<file path="config.mk">
export PLATFORM = sky130hd
export DESIGN_NAME = debug_run_controller
export DESIGN_NICKNAME = d
export VERILOG_FILES = /design/src/rtl/debug_run_controller.sv
export SDC_FILE = /design/constraint.sdc
export NUM_CORES = 1
export LEC_CHECK = 0
export CELL_PAD_IN_SITES_DETAIL_PLACEMENT = 1
export CELL_PAD_IN_SITES_GLOBAL_PLACEMENT = 1
export CORE_MARGIN = 4
export CORE_UTILIZATION = 28
export CTS_CLUSTER_SIZE = 8
export DETAILED_ROUTE_END_ITERATION = 6
export PLACE_DENSITY = 0.66
export RECOVER_POWER = 50
export SLEW_MARGIN = 10
export SYNTH_ARGS = -nofsm -noshare
export SYNTH_HDL_FRONTEND = slang
export SYNTH_SLANG_ARGS = --single-unit
</file>
<file path="constraint.sdc">
create_clock -name clk -period 6.2 [get_ports clk]
set_clock_uncertainty 0.05 [all_clocks]
set_input_delay 0.93 -clock clk [delete_from_list [all_inputs] [get_ports clk]]
set_output_delay 0.93 -clock clk [all_outputs]
set_load 0.05 [all_outputs]
</file>
<file path="src/rtl/debug_run_controller.sv">
// Debug run controller for the 5-stage MIPS pipeline.
// Handles free-run, single-step and halt, and dumps the pipeline latches
// followed by a cycle-count snapshot over the UART transmitter.
module debug_run_controller #(
  parameter int unsigned NUM_LATCH_WORDS = 24,
  parameter logic [31:0] HALT_INSTR      = 32'hFC000000,
  parameter int unsigned MUX_LATENCY     = 2
) (
  input  logic        clk,
  input  logic        reset,
  input  logic        cmd_valid,
  input  logic [1:0]  cmd,
  output logic        cmd_ready,
  input  logic [31:0] if_instruction,
  output logic        stop_debug,
  output logic [6:0]  latch_sel,
  input  logic [31:0] latch_data,
  output logic        tx_start,
  output logic [7:0]  tx_data,
  input  logic        tx_done,
  output logic        halted,
  output logic [31:0] cycle_count
);

  localparam logic [2:0] S_IDLE      = 3'd0;
  localparam logic [2:0] S_RUN       = 3'd1;
  localparam logic [2:0] S_STEP      = 3'd2;
  localparam logic [2:0] S_DUMP_SEL  = 3'd3;
  localparam logic [2:0] S_DUMP_LOAD = 3'd4;
  localparam logic [2:0] S_DUMP_TX   = 3'd5;
  localparam logic [2:0] S_DUMP_WAIT = 3'd6;

  localparam logic [1:0] CMD_RUN  = 2'b00;
  localparam logic [1:0] CMD_STEP = 2'b01;
  localparam logic [1:0] CMD_HALT = 2'b10;
  localparam logic [1:0] CMD_DUMP = 2'b11;

  localparam logic [6:0] LAST_WORD = 7'(NUM_LATCH_WORDS - 1);
  localparam logic [2:0] LAST_WAIT = 3'(MUX_LATENCY - 1);

  logic [2:0]  state_q, state_d;
  logic [6:0]  word_q, word_d;       // word index k, also drives latch_sel
  logic [1:0]  byte_q, byte_d;       // byte index b within the current word
  logic [2:0]  wait_q, wait_d;       // mux settle counter in DUMP_SEL
  logic [31:0] shift_q, shift_d;     // outgoing word, MSB byte at [31:24]
  logic [31:0] snap_q, snap_d;       // cycle_count captured at DUMP acceptance
  logic        tail_q, tail_d;       // sending the cycle-count trailer
  logic        stop_q, stop_d;
  logic        ready_q, ready_d;
  logic        halted_q, halted_d;
  logic        tx_start_q, tx_start_d;
  logic [7:0]  tx_data_q, tx_data_d;
  logic [31:0] count_q;

  logic accept;
  assign accept = cmd_valid & ready_q;

  // Next-state logic for the run/step/dump sequencer
  always_comb begin
    state_d = state_q;
    word_d  = word_q;
    byte_d  = byte_q;
    wait_d  = wait_q;
    shift_d = shift_q;
    snap_d  = snap_q;
    tail_d  = tail_q;
    case (state_q)
      S_IDLE: begin
        if (accept) begin
          case (cmd)
            CMD_RUN:  state_d = S_RUN;
            CMD_STEP: state_d = S_STEP;
            CMD_DUMP: begin
              state_d = S_DUMP_SEL;
              word_d  = '0;
              wait_d  = '0;
              tail_d  = 1'b0;
              snap_d  = count_q;
            end
            default: state_d = S_IDLE;
          endcase
        end
      end
      S_RUN: begin
        if ((accept && cmd == CMD_HALT) || if_instruction == HALT_INSTR)
          state_d = S_IDLE;
      end
      S_STEP: state_d = S_IDLE;
      S_DUMP_SEL: begin
        if (wait_q == LAST_WAIT) state_d = S_DUMP_LOAD;
        else                     wait_d  = wait_q + 3'd1;
      end
      S_DUMP_LOAD: begin
        shift_d = latch_data;
        byte_d  = '0;
        state_d = S_DUMP_TX;
      end
      S_DUMP_TX: state_d = S_DUMP_WAIT;
      S_DUMP_WAIT: begin
        if (tx_done) begin
          if (byte_q != 2'd3) begin
            byte_d  = byte_q + 2'd1;
            shift_d = {shift_q[23:0], 8'h00};
            state_d = S_DUMP_TX;
          end else if (tail_q) begin
            word_d  = '0;
            state_d = S_IDLE;
          end else if (word_q != LAST_WORD) begin
            word_d  = word_q + 7'd1;
            wait_d  = '0;
            state_d = S_DUMP_SEL;
          end else begin
            // Trailer reuses the byte path: load the snapshot as a fifth "word"
            tail_d  = 1'b1;
            shift_d = snap_q;
            byte_d  = '0;
            state_d = S_DUMP_TX;
          end
        end
      end
      default: state_d = S_IDLE;
    endcase
  end

  // Output values for the cycle after the edge, derived from the next state
  always_comb begin
    stop_d     = !(state_d == S_RUN || state_d == S_STEP);
    ready_d    = (state_d == S_IDLE) || (state_d == S_RUN);
    halted_d   = (state_d == S_IDLE);
    tx_start_d = (state_d == S_DUMP_TX);
    tx_data_d  = (state_d == S_DUMP_TX) ? shift_d[31:24] : tx_data_q;
  end

  // State and registered outputs, synchronous active-low reset
  always_ff @(posedge clk) begin
    if (!reset) begin
      state_q    <= S_IDLE;
      word_q     <= '0;
      byte_q     <= '0;
      wait_q     <= '0;
      shift_q    <= '0;
      snap_q     <= '0;
      tail_q     <= 1'b0;
      stop_q     <= 1'b1;
      ready_q    <= 1'b1;
      halted_q   <= 1'b1;
      tx_start_q <= 1'b0;
      tx_data_q  <= '0;
      count_q    <= '0;
    end else begin
      state_q    <= state_d;
      word_q     <= word_d;
      byte_q     <= byte_d;
      wait_q     <= wait_d;
      shift_q    <= shift_d;
      snap_q     <= snap_d;
      tail_q     <= tail_d;
      stop_q     <= stop_d;
      ready_q    <= ready_d;
      halted_q   <= halted_d;
      tx_start_q <= tx_start_d;
      tx_data_q  <= tx_data_d;
      count_q    <= count_q + {31'd0, ~stop_q};
    end
  end

  assign cmd_ready   = ready_q;
  assign stop_debug  = stop_q;
  assign latch_sel   = word_q;
  assign tx_start    = tx_start_q;
  assign tx_data     = tx_data_q;
  assign halted      = halted_q;
  assign cycle_count = count_q;

endmodule

</file>
==> flow_metrics.py <==
metrics = {
    "outcome": {
        "status": "finished, violations left",
        "violations": "capacitance limit, slew limit",
    },
    "yosys": {
        "synth_edf_count": 0,
        "syn_avg_cell_area_um2": 9.20,
        "ys_top_cells_by_area": "dfxtp_1 (45%), nor2_1 (6.7%), mux2i_1 (6.6%), a22o_1 (4.2%), xor2_1 (4.1%)",
        "syn-num-nets": 640,
        "synth_async_sr_flop_share_pct": 0,
        "ys_types": 58,
        "yosysSeqAreaShare_pct": 45.0,
        "synth_top_area_share_pct": 45.0,
        "synth_cells": 561,
        "ys_ff_latch": 116,
        "syn_area_mm2": 0.00516,
        "synth_top_area_cell": "dfxtp_1",
        "synth_ff_type": "dfxtp_1",
        "ys_warn_count": 0,
    },
    "global_route": {
        "grt_pass1_vias": 4949,
        "grt.overflow.total": 0,
        "grt_antenna_before_repair": 0,
        "grt_max_degree": 52,
        "grt_usage_pct": 15.9,
        "grt_pass1_wl_um": 25900,
    },
    "clock_network": {
        "cts_buffers": 17,
        "ctsHoldBuffers": 0,
        "cts_setup_buffers": 0,
        "post_cts_resized": 0,
        "clock_path_buffers": 2,
        "clk_pin_slew_ns": 0.06,
        "htreeDepth": 4,
        "clock_sinks": 116,
        "cts_tree": "done",
        "worstSkewPairLatency_ns": 0.42,
        "clockRootBuffer": "clkbuf_16",
    },
    "final_layout": {
        "fin_nets": 752,
        "layout-drive-gt1-share_pct": 7.87,
        "area.growth.synth_to_final_pct": 37.8,
        "antenna_cells_inserted": 0,
        "fill_cells": 2085,
        "instances_no_fill": 915,
    },
    "placed_design": {
        "dp_hpwl_um": 11500,
        "gp_congestion": 0.765,
        "dp_cells": 883,
        "port_buffers": 120,
    },
    "power": {
        "p_leak_uw": 0.00264,
        "power.total_uw": 1830,
        "power_density_mw_per_mm2": 258,
        "ir_drop_mv": 0.185,
    },
    "route": {
        "first_iter_violations": 226,
        "route.detailed.drc": 0,
        "drt-total-wl_um": 16300,
        "wl_per_cell_um": 17.9,
        "vias": 4625,
        "firstDrtPassIters": 4,
        "ant_nets": 0,
        "vias_per_cell": 5.05,
    },
    "floorplan": {
        "io_pins": 121,
        "die_area_mm2": 0.0207,
        "die_width_um": 144,
        "dieHeight_um": 144,
        "initial_core_util_pct": 28.6,
        "core_mm2": 0.0180,
        "rows": 49,
    },
    "sta": {
        "finalSetupViolations": 0,
        "holdWs_ns": 0.404,
        "fmax_ghz": 0.263,
        "slew_violations": 52,
        "relSlewSlack_pct": -4.77,
        "min_period_ns": 3.80,
        "rsz0062_at_grt": "no",
        "worst_pin_slew_ns": 1.57,
        "final-hold-violation-count": 0,
        "setup_tns_ns": 0,
        "fin_crit_sh_pct": 61.4,
    },
    "worst_setup_path": {
        "cp_slowest_cell": "nor2b_4",
        "worstSetupStartpointType": "input pin",
        "cpPeakStageDelay_ns": 0.60,
        "worstPathRequired_ns": 6.39,
        "arrival_ns": 3.99,
        "path_max_fanout": 19,
        "crit_chain": "dlygate4sd3_1 -> ha_1 -> or3b_4 -> a2111oi_0 -> nor2b_4 -> buf_4 -> mux2i_1 -> nor2_1",
        "setup.worst_path.end_class": "flop",
        "path_class": "in2reg",
    },
    "min_path": {
        "min_path_type": "reg2reg",
    },
    "flow_run": {
        "drv_cap": 1,
    },
}
==> where the power goes <==
part	total (uW)	internal (uW)	switching (uW)
registers	760	752	8.56
logic	126	64.3	61.9
clock network	948	561	387
==> synth_stat cells, types with 5 or more instances <==
master and count:
dfxtp_1 116, mux2i_1 34, buf_2 5, o21ai_0 7, nand2_1 32, nand4_1 12, nor4_1 6, ha_1 9
xnor2_1 9, inv_1 8, and3_1 6, a21oi_1 32, and2_1 8, a22o_1 25, clkbuf_1 23, nor2_1 92
a221oi_1 16, xor2_1 24, a22oi_1 8, nand3_1 23
==> state kept, by name, summed over array words and instances (netlist names) <==
| signal | flops |
|---|---|
| cycle_count | 32 |
| snap_q | 32 |
| shift_q | 24 |
| tx_data | 8 |
| latch_sel | 7 |
| state_q | 3 |
| wait_q | 3 |
| byte_q | 2 |
| cmd_ready | 1 |
| halted | 1 |
| stop_debug | 1 |
| tail_q | 1 |
| tx_start | 1 |
==> cells by family (layout without fill, tap and decap cells) <==
kind of cell	after synthesis	after routing	share of synthesized area, %
simple gates	219	219	21.4
flops	116	116	45.0
compound gates	106	106	15.3
buf+inv	44	169	3.98
mux	34	34	6.60
xor+xnor	33	33	5.60
fa+ha+maj	9	9	2.18
==> layout by cell type, fill, tap and decap left out, types with 3 or more instances in the layout <==
master,Yosys,routed
xor2_1,24,24
dlygate4sd3_1,0,46
a22oi_1,8,8
o21ai_0,7,7
dfxtp_1,116,116
inv_1,8,9
mux2i_1,34,34
and2_1,8,7
a221oi_1,16,16
and3_1,6,6
clkinv_4,0,4
clkdlybuf4s50_1,0,74
inv_6,0,7
xnor2_1,9,9
nand3_1,23,23
nor3_1,4,4
or3_1,4,4
a22o_1,25,25
nor2_1,92,90
nand2b_1,3,3
and4_1,4,4
nor2b_1,4,3
nor4_1,6,6
and4b_1,3,3
a21oi_1,32,32
nand2_1,32,32
buf_4,1,7
clkbuf_16,0,17
nand4_1,12,12
nand3b_1,3,3
ha_1,9,9
==> final timing paths <==
check | from | slack (ns) | cells past startpoint | to
max | cmd[1] | 2.40 | 8 | snap_q[29]
min reg2reg | tx_data[7] | 0.40 | 2 | tx_data[7]
min | tx_data[7] | 0.40 | 2 | tx_data[7]
max reg2reg | state_q[1] | 3.09 | 6 | snap_q[29]
==> cell type report <==
class | count | area, um^2 | area share, %
multi-input combinational | 401 | 2640 | 37.1
sequential | 116 | 2320 | 32.7
timing repair buffer | 128 | 1260 | 17.7
clock buffer | 17 | 425 | 5.98
tap | 229 | 287 | 4.03
clock inverter | 15 | 146 | 2.06
inverter | 9 | 33.8 | 0.475
==> critical path, delay by kind of cell <==
kind	cells	cell delay [ns]
adders and majority gates	1	0.18
and+or+nand+nor	3	1.07
buffers and inverters	2	1.03
muxes	1	0.24
AOI/OAI and AO/OA	1	0.50
==> through the flow <==
step           utilization [%]  cell area (um^2)  setup WS (ns)
2_1_floorplan                -              5160           3.54
3_3_place_gp              36.3              6550           2.32
3_5_place_dp              36.3              6550           2.25
4_1_cts                   39.5              7120           2.68
5_1_grt                   39.4              7110           2.27
6_report                  39.4              7110           2.40
==> per-layer routing <==
layer  GRT usage (%)  vias to the layer above  wire [um]
met3            4.16                       15        744
met1            19.3                     2269       7410
li1                -                     2238          -
met5               0                        -          0
met4            4.96                        0        180
met2            27.4                      103       7990
(Power assumes the default switching activity.)
